[src/rtl/recv_program_fsm_pkg.sv]
// Shared constants for the UART program loader: default widths, halt word and state encodings.
package recv_program_fsm_pkg;

    localparam int unsigned DEF_UART_BITS        = 8;
    localparam int unsigned DEF_INSTRUCTION_BITS = 32;
    localparam int unsigned DEF_INST_ADDRS_BITS  = 10;
    localparam logic [31:0] DEF_HALT_WORD        = 32'hFFFF_FFFF;

    localparam int unsigned STATE_BITS = 3;
    typedef logic [STATE_BITS-1:0] state_t;

    localparam logic [2:0] ST_IDLE          = 3'd0;
    localparam logic [2:0] ST_WAIT_BYTE     = 3'd1;
    localparam logic [2:0] ST_WRITE_INST    = 3'd2;
    localparam logic [2:0] ST_WAIT_CHECKSUM = 3'd3;
    localparam logic [2:0] ST_FINISH        = 3'd4;

endpackage

[src/rtl/recv_program_fsm.sv]
// Assembles UART bytes (MSB first) into instruction words and writes them to instruction memory.
// Optional trailing checksum byte enabled by defining RECV_CHECKSUM_EN.
module recv_program_fsm
    import recv_program_fsm_pkg::*;
#(
    parameter int unsigned UART_BITS        = DEF_UART_BITS,
    parameter int unsigned INSTRUCTION_BITS = DEF_INSTRUCTION_BITS,
    parameter int unsigned INST_ADDRS_BITS  = DEF_INST_ADDRS_BITS,
    parameter logic [INSTRUCTION_BITS-1:0] HALT_WORD = INSTRUCTION_BITS'(DEF_HALT_WORD)
) (
    input  logic                        clk,
    input  logic                        rst,
    input  logic                        i_start,
    input  logic                        i_rx_done,
    input  logic [UART_BITS-1:0]        i_rx_data,
    output logic                        o_inst_wr_en,
    output logic [INST_ADDRS_BITS-1:0]  o_inst_wr_addr,
    output logic [INSTRUCTION_BITS-1:0] o_inst_wr_data,
    output logic                        o_busy,
    output logic                        o_done,
    output logic                        o_error
);

    localparam int unsigned BYTES_PER_WORD = INSTRUCTION_BITS / UART_BITS;
    localparam int unsigned CNT_BITS = (BYTES_PER_WORD > 1) ? $clog2(BYTES_PER_WORD) : 1;
    localparam logic [CNT_BITS-1:0] LAST_BYTE = CNT_BITS'(BYTES_PER_WORD - 1);
    localparam logic [INST_ADDRS_BITS-1:0] ADDR_MAX = '1;

    state_t                        state, state_nxt;
    logic [INST_ADDRS_BITS-1:0]    addr, addr_nxt;
    logic [CNT_BITS-1:0]           cnt, cnt_nxt;
    logic [INSTRUCTION_BITS-1:0]   word, word_nxt;
    logic                          error_nxt;
    logic                          wr_en_nxt;
    logic [INST_ADDRS_BITS-1:0]    wr_addr_nxt;
    logic [INSTRUCTION_BITS-1:0]   wr_data_nxt;
    logic                          busy_nxt;
    logic                          done_nxt;
`ifdef RECV_CHECKSUM_EN
    logic [7:0]                    acc, acc_nxt;
`endif

    // State and registered outputs; synchronous active-low reset
    always_ff @(posedge clk) begin
        if (!rst) begin
            state          <= ST_IDLE;
            addr           <= '0;
            cnt            <= '0;
            word           <= '0;
            o_error        <= 1'b0;
            o_inst_wr_en   <= 1'b0;
            o_inst_wr_addr <= '0;
            o_inst_wr_data <= '0;
            o_busy         <= 1'b0;
            o_done         <= 1'b0;
`ifdef RECV_CHECKSUM_EN
            acc            <= '0;
`endif
        end else begin
            state          <= state_nxt;
            addr           <= addr_nxt;
            cnt            <= cnt_nxt;
            word           <= word_nxt;
            o_error        <= error_nxt;
            o_inst_wr_en   <= wr_en_nxt;
            o_inst_wr_addr <= wr_addr_nxt;
            o_inst_wr_data <= wr_data_nxt;
            o_busy         <= busy_nxt;
            o_done         <= done_nxt;
`ifdef RECV_CHECKSUM_EN
            acc            <= acc_nxt;
`endif
        end
    end

    // Next-state, datapath and output decode
    always_comb begin
        state_nxt = state;
        addr_nxt  = addr;
        cnt_nxt   = cnt;
        word_nxt  = word;
        error_nxt = o_error;
`ifdef RECV_CHECKSUM_EN
        acc_nxt   = acc;
`endif

        case (state)
            ST_IDLE: begin
                if (i_start) begin
                    addr_nxt  = '0;
                    cnt_nxt   = '0;
                    word_nxt  = '0;
                    error_nxt = 1'b0;
`ifdef RECV_CHECKSUM_EN
                    acc_nxt   = '0;
`endif
                    state_nxt = ST_WAIT_BYTE;
                end
            end
            ST_WAIT_BYTE: begin
                if (i_rx_done) begin
                    word_nxt = {word[INSTRUCTION_BITS-UART_BITS-1:0], i_rx_data};
`ifdef RECV_CHECKSUM_EN
                    acc_nxt  = acc ^ 8'(i_rx_data);
`endif
                    if (cnt == LAST_BYTE) begin
                        cnt_nxt   = '0;
                        state_nxt = ST_WRITE_INST;
                    end else begin
                        cnt_nxt = cnt + CNT_BITS'(1);
                    end
                end
            end
            ST_WRITE_INST: begin
                addr_nxt = addr + INST_ADDRS_BITS'(1);
                // A byte arriving while the word is being written cannot be captured
                if (i_rx_done) error_nxt = 1'b1;
                if (word == HALT_WORD) begin
`ifdef RECV_CHECKSUM_EN
                    state_nxt = ST_WAIT_CHECKSUM;
`else
                    state_nxt = ST_FINISH;
`endif
                end else if (addr == ADDR_MAX) begin
                    error_nxt = 1'b1;
                    state_nxt = ST_FINISH;
                end else begin
                    state_nxt = ST_WAIT_BYTE;
                end
            end
`ifdef RECV_CHECKSUM_EN
            ST_WAIT_CHECKSUM: begin
                if (i_rx_done) begin
                    if (8'(i_rx_data) != acc) error_nxt = 1'b1;
                    state_nxt = ST_FINISH;
                end
            end
`endif
            ST_FINISH: begin
                if (i_rx_done) error_nxt = 1'b1;
                state_nxt = ST_IDLE;
            end
            default: state_nxt = ST_IDLE;
        endcase

        // Outputs are registered from the upcoming state so they align with it
        wr_en_nxt   = (state_nxt == ST_WRITE_INST);
        wr_addr_nxt = wr_en_nxt ? addr_nxt : '0;
        wr_data_nxt = wr_en_nxt ? word_nxt : '0;
        busy_nxt    = (state_nxt != ST_IDLE);
        done_nxt    = (state_nxt == ST_FINISH);
    end

endmodule

[config.mk]
export PLATFORM = sky130hd
export DESIGN_NAME = recv_program_fsm
export DESIGN_NICKNAME = d
export VERILOG_FILES = /design/src/rtl/recv_program_fsm_pkg.sv /design/src/rtl/recv_program_fsm.sv
export SDC_FILE = /design/constraint.sdc
export NUM_CORES = 1
export LEC_CHECK = 0
export CAP_MARGIN = 20
export CORE_UTILIZATION = 47
export CTS_BUF_LIST = sky130_fd_sc_hd__clkbuf_8 sky130_fd_sc_hd__clkbuf_16
export DETAILED_ROUTE_END_ITERATION = 6
export GPL_ROUTABILITY_DRIVEN = 1
export PLACE_DENSITY = 0.77
export SYNTH_ARGS = -nofsm -noshare
export SYNTH_HDL_FRONTEND = slang
export SYNTH_SLANG_ARGS = --single-unit
[constraint.sdc]
create_clock -name clk -period 1.7 [get_ports clk]
set_clock_uncertainty 0.2 [all_clocks]
set_input_delay 0.34 -clock clk [delete_from_list [all_inputs] [get_ports clk]]
set_output_delay 0.34 -clock clk [all_outputs]
set_load 0.005 [all_outputs]
# --- Yosys cells after proc, flatten, opt, wreduce, memory -nomap -nowiden ---
# Index checks and enable logic that the tools add are counted.
op_classes:
  bitwise: 0
  mul: 0
  shift: 0
  mux: 20
  n_eq_ne: 10
  add_sub_neg: 2
  order_cmp: 0
  n_div: 0
  n_reduce_logical: 7
op_table:
  columns: ["operator", "count"]
  rows:
  - ["$mux 32", 2]
  - ["$pmux 32 s2", 1]
  - ["$eq 32x32->1 const B", 1]
  - ["$pmux 10 s2", 1]
  - ["$mux 3", 5]
  - ["$add 10x1->10 const B", 1]
  - ["$eq 10x10->1 const B", 1]
  - ["$mux 10", 1]
  - ["$pmux 3 s3", 1]
  - ["$eq 3x2->1 const B", 2]
  - ["$eq 3x3->1 const B", 2]
  - ["$mux 2", 3]
  - ["$reduce_bool 3->1", 2]
  - ["$mux 1", 4]
  - ["$ne 2x2->1 const B", 2]
  - ["$pmux 2 s2", 1]
  - ["$reduce_and 2->1", 2]
  - ["$eq 3x1->1 const B", 1]
  - ["$logic_not 3->1", 1]
  - ["$pmux 1 s3", 1]
  - ["$reduce_and 3->1", 1]
  - ["$add 2x1->2 const B", 1]
  - ["$eq 2x2->1 const B", 1]
  - ["$reduce_bool 2->1", 1]
totals:
  mem_count: 0
  regBits: 93
  in_bits: 12
  elab_cells: 49
  latchBits: 0
  out_inout_bits: 46
  mem_bits_ro: 0
  ramBits: 0

# --- Logic depth before layout (Yosys ltp) ---
# Gate-level depths: netlist of run 1.
depth:
  word_depth: 6
  mapped_depth: 7
  depth_no_buf: 5

# --- Worst setup path after synthesis of run 1 ---
# Ideal clock, no wire load.
synth_timing:
  kind: "flip-flop to flip-flop"
  startpoint: "register state[2]"
  endpoint: "register addr[8]"
  arrival_time_ns: 1.529
  period_less_slack_ns: 1.795
  n_path_buf: 2
  stages_incl_launch_ff: 6
  setup_time_ns: 0.066
  t_required_ns: 1.434
  slack_ns: -0.095
  path_cell_list: "dfxtp_1 buf_6 or3b_1 buf_2 or4_4 a21boi_2"
synth_between:
  elab_chain_cells: 2
  elab_cells_between_ends: 3
  cone_classes: "eq/ne: 1; mux: 1; reduce/logical: 1"
synth_lines:
  columns: ["item", "line", "rtl"]
  rows:
  - ["start: declaration", "recv_program_fsm.sv:29", "state_t state, state_nxt;"]
  - ["start signal: assignment", "recv_program_fsm.sv:60", "state <= state_nxt;"]
  - ["$eq 3x2->1 or $logic_not 3->1 (tied branches)", "recv_program_fsm.sv:87", "case (state)"]
  - ["$pmux 10 s2 (*)", "recv_program_fsm.sv:87", null]
  - ["end signal: assignment", "recv_program_fsm.sv:61", "addr <= addr_nxt;"]
  - ["end: declaration", "recv_program_fsm.sv:30", "logic [INST_ADDRS_BITS-1:0] addr, addr_nxt;"]
# Every way passes the cells marked *; elsewhere a longest branch is shown, timed or not.
# A chain may end at the register's enable or synchronous reset.

# --- Worst setup path in the final report of run 1 ---
layout_timing:
  startpoint: "register word[15]"
  endpoint: "register state[0]"
layout_between:
  elab_chain_cells: 3
layout_lines:
  columns: ["item", "line", "rtl"]
  rows:
  - ["start: declaration", "recv_program_fsm.sv:32", "logic [INSTRUCTION_BITS-1:0] word, word_nxt;"]
  - ["start signal: assignment", "recv_program_fsm.sv:63", "word <= word_nxt;"]
  - ["$eq 32x32->1", "recv_program_fsm.sv:118", "if (word == HALT_WORD) begin"]
  - ["$mux 3", "recv_program_fsm.sv:118", null]
  - ["$pmux 3 s3", "recv_program_fsm.sv:87", null]
# No other way between the ends.

==> results of run 1 <==
## cells by family after synthesis
group           synth area share
compound gates             0.200
xor+xnor                 0.00266
fa+ha+maj                0.00759
buf+inv                   0.0349
flops                      0.565
simple gates               0.190
## registers in the layout, summed over array words and instances, names as in the netlist
name,count
state,3
o_error,1
cnt,2
o_done,1
o_inst_wr_en,1
o_inst_wr_data,32
addr,10
word,32
o_busy,1
o_inst_wr_addr,10
## final timing paths
| kind | from | endpoint | slack (ns) | cells after the start |
|---|---|---|---|---|
| min | state[1] | o_busy | 0.29 | 1 |
| max reg2reg | word[15] | state[0] | -0.11 | 4 |
| max | word[15] | state[0] | -0.11 | 4 |
| min reg2reg | state[1] | o_busy | 0.29 | 1 |
## power groups by stage
| stage | Combinational, mW | Sequential [mW] | Clock (mW) |
|---|---|---|---|
| 5_1_grt | 0.292 | 2.20 | 1.89 |
| 6_report | 0.278 | 2.20 | 1.78 |
| 4_1_cts | 0.200 | 2.20 | 1.76 |
| 2_1_floorplan | 0.0852 | 2.24 | 0 |
| 3_3_place_gp | 0.193 | 2.25 | 0 |
| 3_5_place_dp | 0.195 | 2.25 | 0 |
## through the flow
stage          TNS, ns  cell area, µm²  std cells  worst slack, ns  total power, mW
2_1_floorplan        0            3320        353          0.00577             2.33
4_1_cts        -0.0417            4690        565          -0.0417             4.15
5_1_grt          -2.13            5110        571           -0.146             4.38
3_5_place_dp    -32.38            4420        547           -0.471             2.44
3_3_place_gp    -30.62            4420        547           -0.403             2.44
6_report        -0.753            5110        571           -0.114             4.25
## cell usage after synthesis, types with 2 or more instances
cell type and count:
nor3_1 2, buf_2 8, buf_1 2, and2_1 8
nand3b_1 2, a31oi_1 3, or4_4 2, nand4_1 10
and3_1 2, or3_1 2, nand3_1 6, a21boi_0 2
or4_1 2, o21a_1 24, o21ai_0 6, o21ai_1 6
nand2b_1 2, nor2b_1 4, inv_1 6, dfxtp_1 93
a21oi_1 44, nand2_1 16, ha_1 2, nor4_1 2
nor2_1 61, clkbuf_1 9
## metal layers
metal,global-route usage,wire length [µm],vias up
met2,0.404,5090,126
met3,0.0491,559,32
met4,0.126,389,0
met1,0.277,3940,1510
met5,0,0,-
li1,-,-,1469
## what timing repair did
action,in CTS,in global routing
gates cloned,0,4
pin swaps,5,13
setup endpoints to repair,106,75
resized for setup,77,75
buffers inserted,3,2
## layout make-up
cell class,count,area [µm²]
flip-flops and latches,93,1910
fillers,450,1690
multi-input cells,234,1650
repair buffers,127,1170
clock buffers,9,124
well taps,96,120
clock inverters,6,111
inverters,6,22.5
## critical path, delay by kind of cell (launching register included)
| kind | cells | cell delay, ns |
|---|---|---|
| and+or+nand+nor | 2 | 0.70 |
| DFF | 1 | 0.36 |
| AOI/OAI and AO/OA | 2 | 0.46 |
==> metrics, run 1 <==
Seq/Total Area, Yosys 0.565; CTS root buf clkbuf_8; Hold WC Path Type reg2reg; f_max 551 MHz; ys flop type dfxtp_1; Die Wd around 86 µm; outcome complete, but fails checks; vias in the first global route 2806; sw power a little under 1 mW; Critical Path AT 1.89 ns; post-layout util 0.752; slew margin rel. 0.778; IO Port Bufs 57; final worst slack -0.114 ns; # hold bufs at CTS 0; H-tree levels 3; vias per cell 5.49; Crit-path slowest cell or4_4; EDFF count, synth 0; critical path launch point type flop; maximum vdd ir drop 0.000530 V; fin nets a little under 500; Req. time, crit path 1.77 ns; Die Footprint 7350 µm²; # diodes 0; layout cell share with drive strength beyond 1 0.364; commonest non-fill, non-tap cells in the layout 62 x dfxtp_1, 60 x nor2_1, 58 x buf_4; syn_area_per_cell 9.34 µm²; largest net degree at the start of global routing 33; asr flop ratio synth 0; RSZ-0062 raised after global routing true; synth top area cells dfxtp_1 56%, nor2_1 6.9%, a21oi_1 6.7%; DRC violations left 0; TritonCTS clock tree done; gpl congestion 0.854; Pwr Density ~830 nW/µm²; crit share post-route 1.07; commonest non-fill, non-tap cell in the layout dfxtp_1; # Max-Cap Violations 0; Clock Power Share 0.418; Fin. Hold Viols 0; Worst-path clk slew about 0.090 ns; vias between 3000 and 4000; post-synthesis cell type count 53; Pre-Repair DR Iteration Count 4; # setup viols final 23; Area Overhead vs Synth 54.9%; sequential share of power 0.516; combinational share of power 0.065; Detailed Route Iter0 Violations 160; total gr overflow 0; DP HPWL 5.71 mm; Clk Latency, worst-skew pair between 0.3 and 0.4 ns; Least-Margin Pin Slew 0.330 ns; die height 85.7 µm; critical path endpoint category flop; Final Hold Slack 0.289 ns; Routed Antenna Nets 0; Post-Syn Nets 367; failing checks setup timing; post-synth top area cell dfxtp_1; Yosys reg bits 93; Max Root-Sink Buffers 2; critical-path cell list nand4_1 > or4_4 > o21ba_4 > a32o_1; minimum clock period 1.81 ns; Post-Route WL between 9 and 10 mm; global-route wire length before repair approximately 13 mm; yosys warns 0; critical path type reg2reg; LEAKAGE around 2.2 nW; Post-Syn Instances about 350; initial antenna violation count 0; I/O pins 58; Yosys top cell area share 0.565; Sw Share 0.227; Post-Syn Area 3300 µm²; Cell Rows 30; Total GRT Usage 0.236; clock sinks 93; delay of the slowest cell on the worst path 0.58 ns; DR WL/cell ~17 µm; cts bufs inserted 9; Core Footprint 6790 µm²; Initial Util 0.485; Int Pwr 3.29 mW; Slew Limit Fails 0; Worst Path Max Fanout 2
No activity file was read; power rests on OpenSTA's default activity.
==> inputs of run 2 (changes only) <==
- RECOVER_POWER: unset -> 50
- SETUP_SLACK_MARGIN: unset -> 0.05
- clock period: 1.7 -> 1.6 ns (I/O delays scaled with it)
==> metrics, run 2 (same netlist as run 1, synthesis figures left out) <==
Post-Route WL 12.8 mm; # diodes 0; CTS root buf clkbuf_8; layout cell share with drive strength beyond 1 0.497; Core Footprint 6790 µm²; Routed Antenna Nets 0; reg-to-reg endpoint addr[7]; I/O pins 58; largest registers o_inst_wr_data: 32 flops, word: 32 flops; final worst slack -0.244 ns; vias in the first global route 3450; crit share post-route 1.15; LEAKAGE about 2.4 nW; clock sinks 93; DP Area 4620 µm²; f_max 542 MHz; failing checks setup timing; slew margin rel. 0.761; Worst-path clk slew 0.10 ns; Inst Count DP roughly 560; fin nets 509; gr busiest metal met2; die height 85.7 µm; RR Startpoint state[2]; met3 usage 0.0568; cell area after layout about 5700 µm²; vias per cell 5.88; Clk Latency, worst-skew pair 0.37 ns; Pwr Density 792 nW/µm²; Initial Util 0.485; Die Footprint 7350 µm²; Slew Limit Fails 0; critical path type reg2reg; H-tree levels 3; Least-Margin Pin Slew 0.356 ns; Hold WC Path Type reg2reg; Pre-Repair DR Iteration Count 5; critical path launch point type flop; Fin. Hold Viols 0; DR WL/cell 21.5 µm; Final Hold Slack 0.314 ns; Critical Path Sink addr[7]; post-layout util 0.842; Max Root-Sink Buffers 2; met2 usage 0.531; Worst Path Max Fanout 6; # Max-Cap Violations 0; gpl congestion 0.897; cts bufs inserted 9; Req. time, crit path 1.72 ns; Area Overhead vs Synth 73.7%; minimum clock period 1.84 ns; commonest non-fill, non-tap cell in the layout buf_4; DP HPWL ~5.7 mm; DRC violations left 0; Total GRT Usage 0.310; final cell count without fillers a little under 600; IO Port Bufs 57; Cell Rows 30; dpl ws -0.528 ns; TritonCTS clock tree done; commonest non-fill, non-tap cells in the layout 62 x buf_4, 57 x dfxtp_1, 51 x nor2_1; RSZ-0062 raised after global routing true; Die Wd between 80 and 90 µm; vias 3496; # setup viols final 86; M1 GR Usage 0.379; outcome complete, but fails checks; Detailed Route Iter0 Violations between 300 and 400; initial antenna violation count 0; Fill cells between 300 and 400; Reg2Reg Setup Slack -0.24 ns; largest net degree at the start of global routing 25; total gr overflow 0; maximum vdd ir drop 0.000706 V; Final TNS setup -10.74 ns; global-route wire length before repair between 15 and 20 mm; Worst R2R Path Depth 5; Critical path origin state[2]; Pwr Total between 4 and 5 mW; critical path endpoint category flop; Critical Path AT about 2 ns
run 2: cell count changes in the layout (fill, tap and decap cells not counted), moves of 7 or more:
cell / change
buf_6: +12
a21oi_1: -16
nand2_4: +8
nand2_1: -7
nor2_1: -9
a21oi_2: +11
run 2: how the worst min path moves through the flow:
stage / startpoint / end / slack, ns / cells past startpoint
6_report: cnt[1] / cnt[1] / 0.31 / 2
5_1_grt: cnt[1] / cnt[1] / 0.34 / 2
4_1_cts: cnt[1] / cnt[1] / 0.31 / 2
3_5_place_dp: cnt[1] / cnt[1] / 0.30 / 2
3_3_place_gp: cnt[1] / cnt[1] / 0.28 / 2
2_1_floorplan: word[2] / o_inst_wr_data[2] / 0.27 / 2
run 2: metal layers:
metal / routed length (µm) / part of all wire
met2: 6050 / 0.47
met1: 5230 / 0.41
met3: 895 / 0.070
met4: 635 / 0.050
met5: 0 / 0
run 2: area by class of cell:
cell class / count / area, µm² / area share
clock buffers: 9 / 124 / 0.0216
clock inverters: 6 / 96.3 / 0.0168
inverters: 6 / 22.5 / 0.00394
multi-input cells: 234 / 1960 / 0.343
flip-flops and latches: 93 / 1910 / 0.334
well taps: 96 / 120 / 0.0210
repair buffers: 151 / 1480 / 0.259
run 2: repair_timing:
item	in CTS	in global routing
cloned	8	2
endpoints found under the setup margin	137	91
pin swaps	26	34
hold buffers	0	0
buffers inserted	9	7
resized for setup	155	63
run 2: where the power goes:
| part | switching, mW | internal [mW] | total [mW] |
|---|---|---|---|
| Sequential | 0.0116 | 2.32 | 2.33 |
| Combinational | 0.214 | 0.195 | 0.408 |
| Clock | 0.900 | 0.891 | 1.79 |
| Total | 1.12 | 3.41 | 4.53 |
run 2: worst max-delay path: stages (launching register included):
cell and delay, ns:
dfxtp_4 0.39, buf_6 0.12, or4b_4 0.56, nor4_4 0.20, a211o_1 0.19, and2_1 0.13
==> inputs of run 3 (changes only) <==
- CELL_PAD_IN_SITES_DETAIL_PLACEMENT: unset -> 0
- CELL_PAD_IN_SITES_GLOBAL_PLACEMENT: unset -> 1
- CORE_UTILIZATION: 47 -> 35
- PLACE_DENSITY: 0.77 -> 0.76
==> metrics, run 3 (same netlist as run 1, synthesis figures left out) <==
Worst-path clk slew 0.10 ns; Max Root-Sink Buffers 2; maximum vdd ir drop 0.000423 V; Clk Latency, worst-skew pair 0.38 ns; slew margin rel. 0.775; # setup viols final 86; Req. time, crit path 1.71 ns; Cell Rows 35; gpl congestion slightly below 0.9; vias in the first global route 3103; cts bufs inserted 9; Worst Hold Depth 2; Reg2Reg Setup Slack -0.23 ns; final worst slack -0.226 ns; vias per cell about 5.3; clock sinks 93; TritonCTS clock tree done; IO Port Bufs 57; fin nets 526; Area Overhead vs Synth 82.8%; Die Wd ~99 µm; sw power 1.19 mW; sequential share of power 0.521; Pre-Repair DR Iteration Count 4; critical path type reg2reg; critical path launch point type flop; RSZ-0062 raised after global routing true; initial antenna violation count 0; Least-Margin Pin Slew 0.336 ns; Hold Startpoint cnt[1]; combinational share of power 0.091; Pwr Density 743 nW/µm²; Detailed Route Iter0 Violations around 130; Total GRT Usage 0.218; Critical Path AT just under 2 ns; layout cell share with drive strength beyond 1 0.516; WHS Endpoint cnt[1]; DRC violations left 0; Clock Power Share 0.388; Worst R2R Path Depth 7; commonest non-fill, non-tap cell in the layout buf_4; Die Footprint a little under 10000 µm²; DP Area 4620 µm²; total gr overflow 0; CTS root buf clkbuf_8; minimum clock period 1.83 ns; Fin. Hold Viols 0; Hold WC Path Type reg2reg; crit share post-route 1.14; reg-to-reg endpoint o_inst_wr_data[11]; Int Pwr 3.29 mW; die height 99.0 µm; largest net degree at the start of global routing 22; Initial Util 0.358; H-tree levels 3; DR WL/cell around 18 µm; global-route wire length before repair about 16 mm; f_max 548 MHz; # hold bufs at CTS 0; I/O pins 58; # diodes 0; Worst Path Max Fanout 7; commonest non-fill, non-tap cells in the layout 67 x buf_4, 57 x dfxtp_1, 47 x dlygate4sd2_1; failing checks setup timing; largest registers o_inst_wr_data: 32 flops, word: 32 flops; critical path endpoint category flop; outcome complete, but fails checks; vias between 3000 and 4000; Fill cells 721; Slew Limit Fails 0; DP HPWL 5.96 mm; Routed Antenna Nets 0; Final TNS setup -8.53 ns; Post-Route WL about 11 mm; # Max-Cap Violations 0; RR Startpoint state[2]; post-layout util 0.655; Sw Share 0.265; LEAKAGE 2.48 nW; cell area after layout 6030 µm²; Core Footprint around 9200 µm²
## run 3: changes by cell type in the layout (fill, tap and decap cells not counted), moves of 4 or more
| cell | previous run | this run |
|---|---|---|
| nand2_1 | 8 | 13 |
| a21oi_2 | 24 | 7 |
| buf_16 | 3 | 7 |
| a21oi_1 | 2 | 13 |
| a21oi_4 | 19 | 25 |
| nor2_1 | 51 | 45 |
| nand2_4 | 8 | 2 |
| buf_6 | 16 | 28 |
| buf_4 | 62 | 67 |
## run 3: power groups by stage
stage	Sequential [mW]	Clock (mW)	Combinational, mW
after floorplan	2.39	0	0.123
after global placement	2.39	0	0.226
after detailed placement	2.39	0	0.227
after CTS	2.33	1.73	0.381
after global routing	2.33	1.83	0.424
final	2.33	1.74	0.409
## run 3: worst max-delay path, stage by stage (launching register included)
cell and delay (ns):
dfxtp_4 0.38, buf_6 0.13, and4bb_4 0.43, buf_4 0.17, buf_16 0.12, o21a_1 0.17, a21oi_4 0.05, nor2_1 0.11
## run 3: layout make-up
cell class                      count  area [µm²]  area share
Timing Repair Buffer              168        1710       0.284
Sequential cell                    93        1910       0.318
Clock buffer                        9         124      0.0206
Clock inverter                      7        92.6      0.0154
Multi-Input combinational cell    234        2020       0.335
Inverter                            6        27.5     0.00457
Tap cell                          111         139      0.0230
## run 3: timing repair
action,4_1_cts,5_1_grt
buffers inserted,14,23
setup endpoints to repair,137,91
pin swaps,24,33
resized for setup,165,75
hold endpoints to repair,0,0
cloned,10,2
## run 3: worst max-delay path by stage
stage	startpoint	endpoint	slack (ns)	cells past startpoint
floorplan	state[2]	addr[8]	-0.09	5
global placement	i_rx_done	o_inst_wr_data[28]	-0.54	6
detailed placement	i_rx_done	o_inst_wr_data[28]	-0.56	6
CTS	word[20]	state[0]	-0.16	4
global route	state[2]	o_inst_wr_data[11]	-0.25	7
finish	state[2]	o_inst_wr_data[11]	-0.23	7
## run 3: layer usage
metal	part of all wire	up-vias	GRT usage	wire, µm
met2	0.50	99	0.364	5680
met5	0	-	0	0
li1	-	1555	-	-
met4	0.026	0	0.0746	289
met3	0.041	24	0.0426	463
met1	0.43	1633	0.282	4890
## run 3: stage by stage
stage          setup slack, ns  power (mW)  hold WS [ns]  std cells
4_1_cts                 -0.157        4.44         0.299        609
2_1_floorplan          -0.0939        2.51         0.266        353
3_3_place_gp            -0.540        2.61         0.279        570
6_report                -0.226        4.48         0.317        628
3_5_place_dp            -0.557        2.61         0.299        570
5_1_grt                 -0.247        4.59         0.329        628
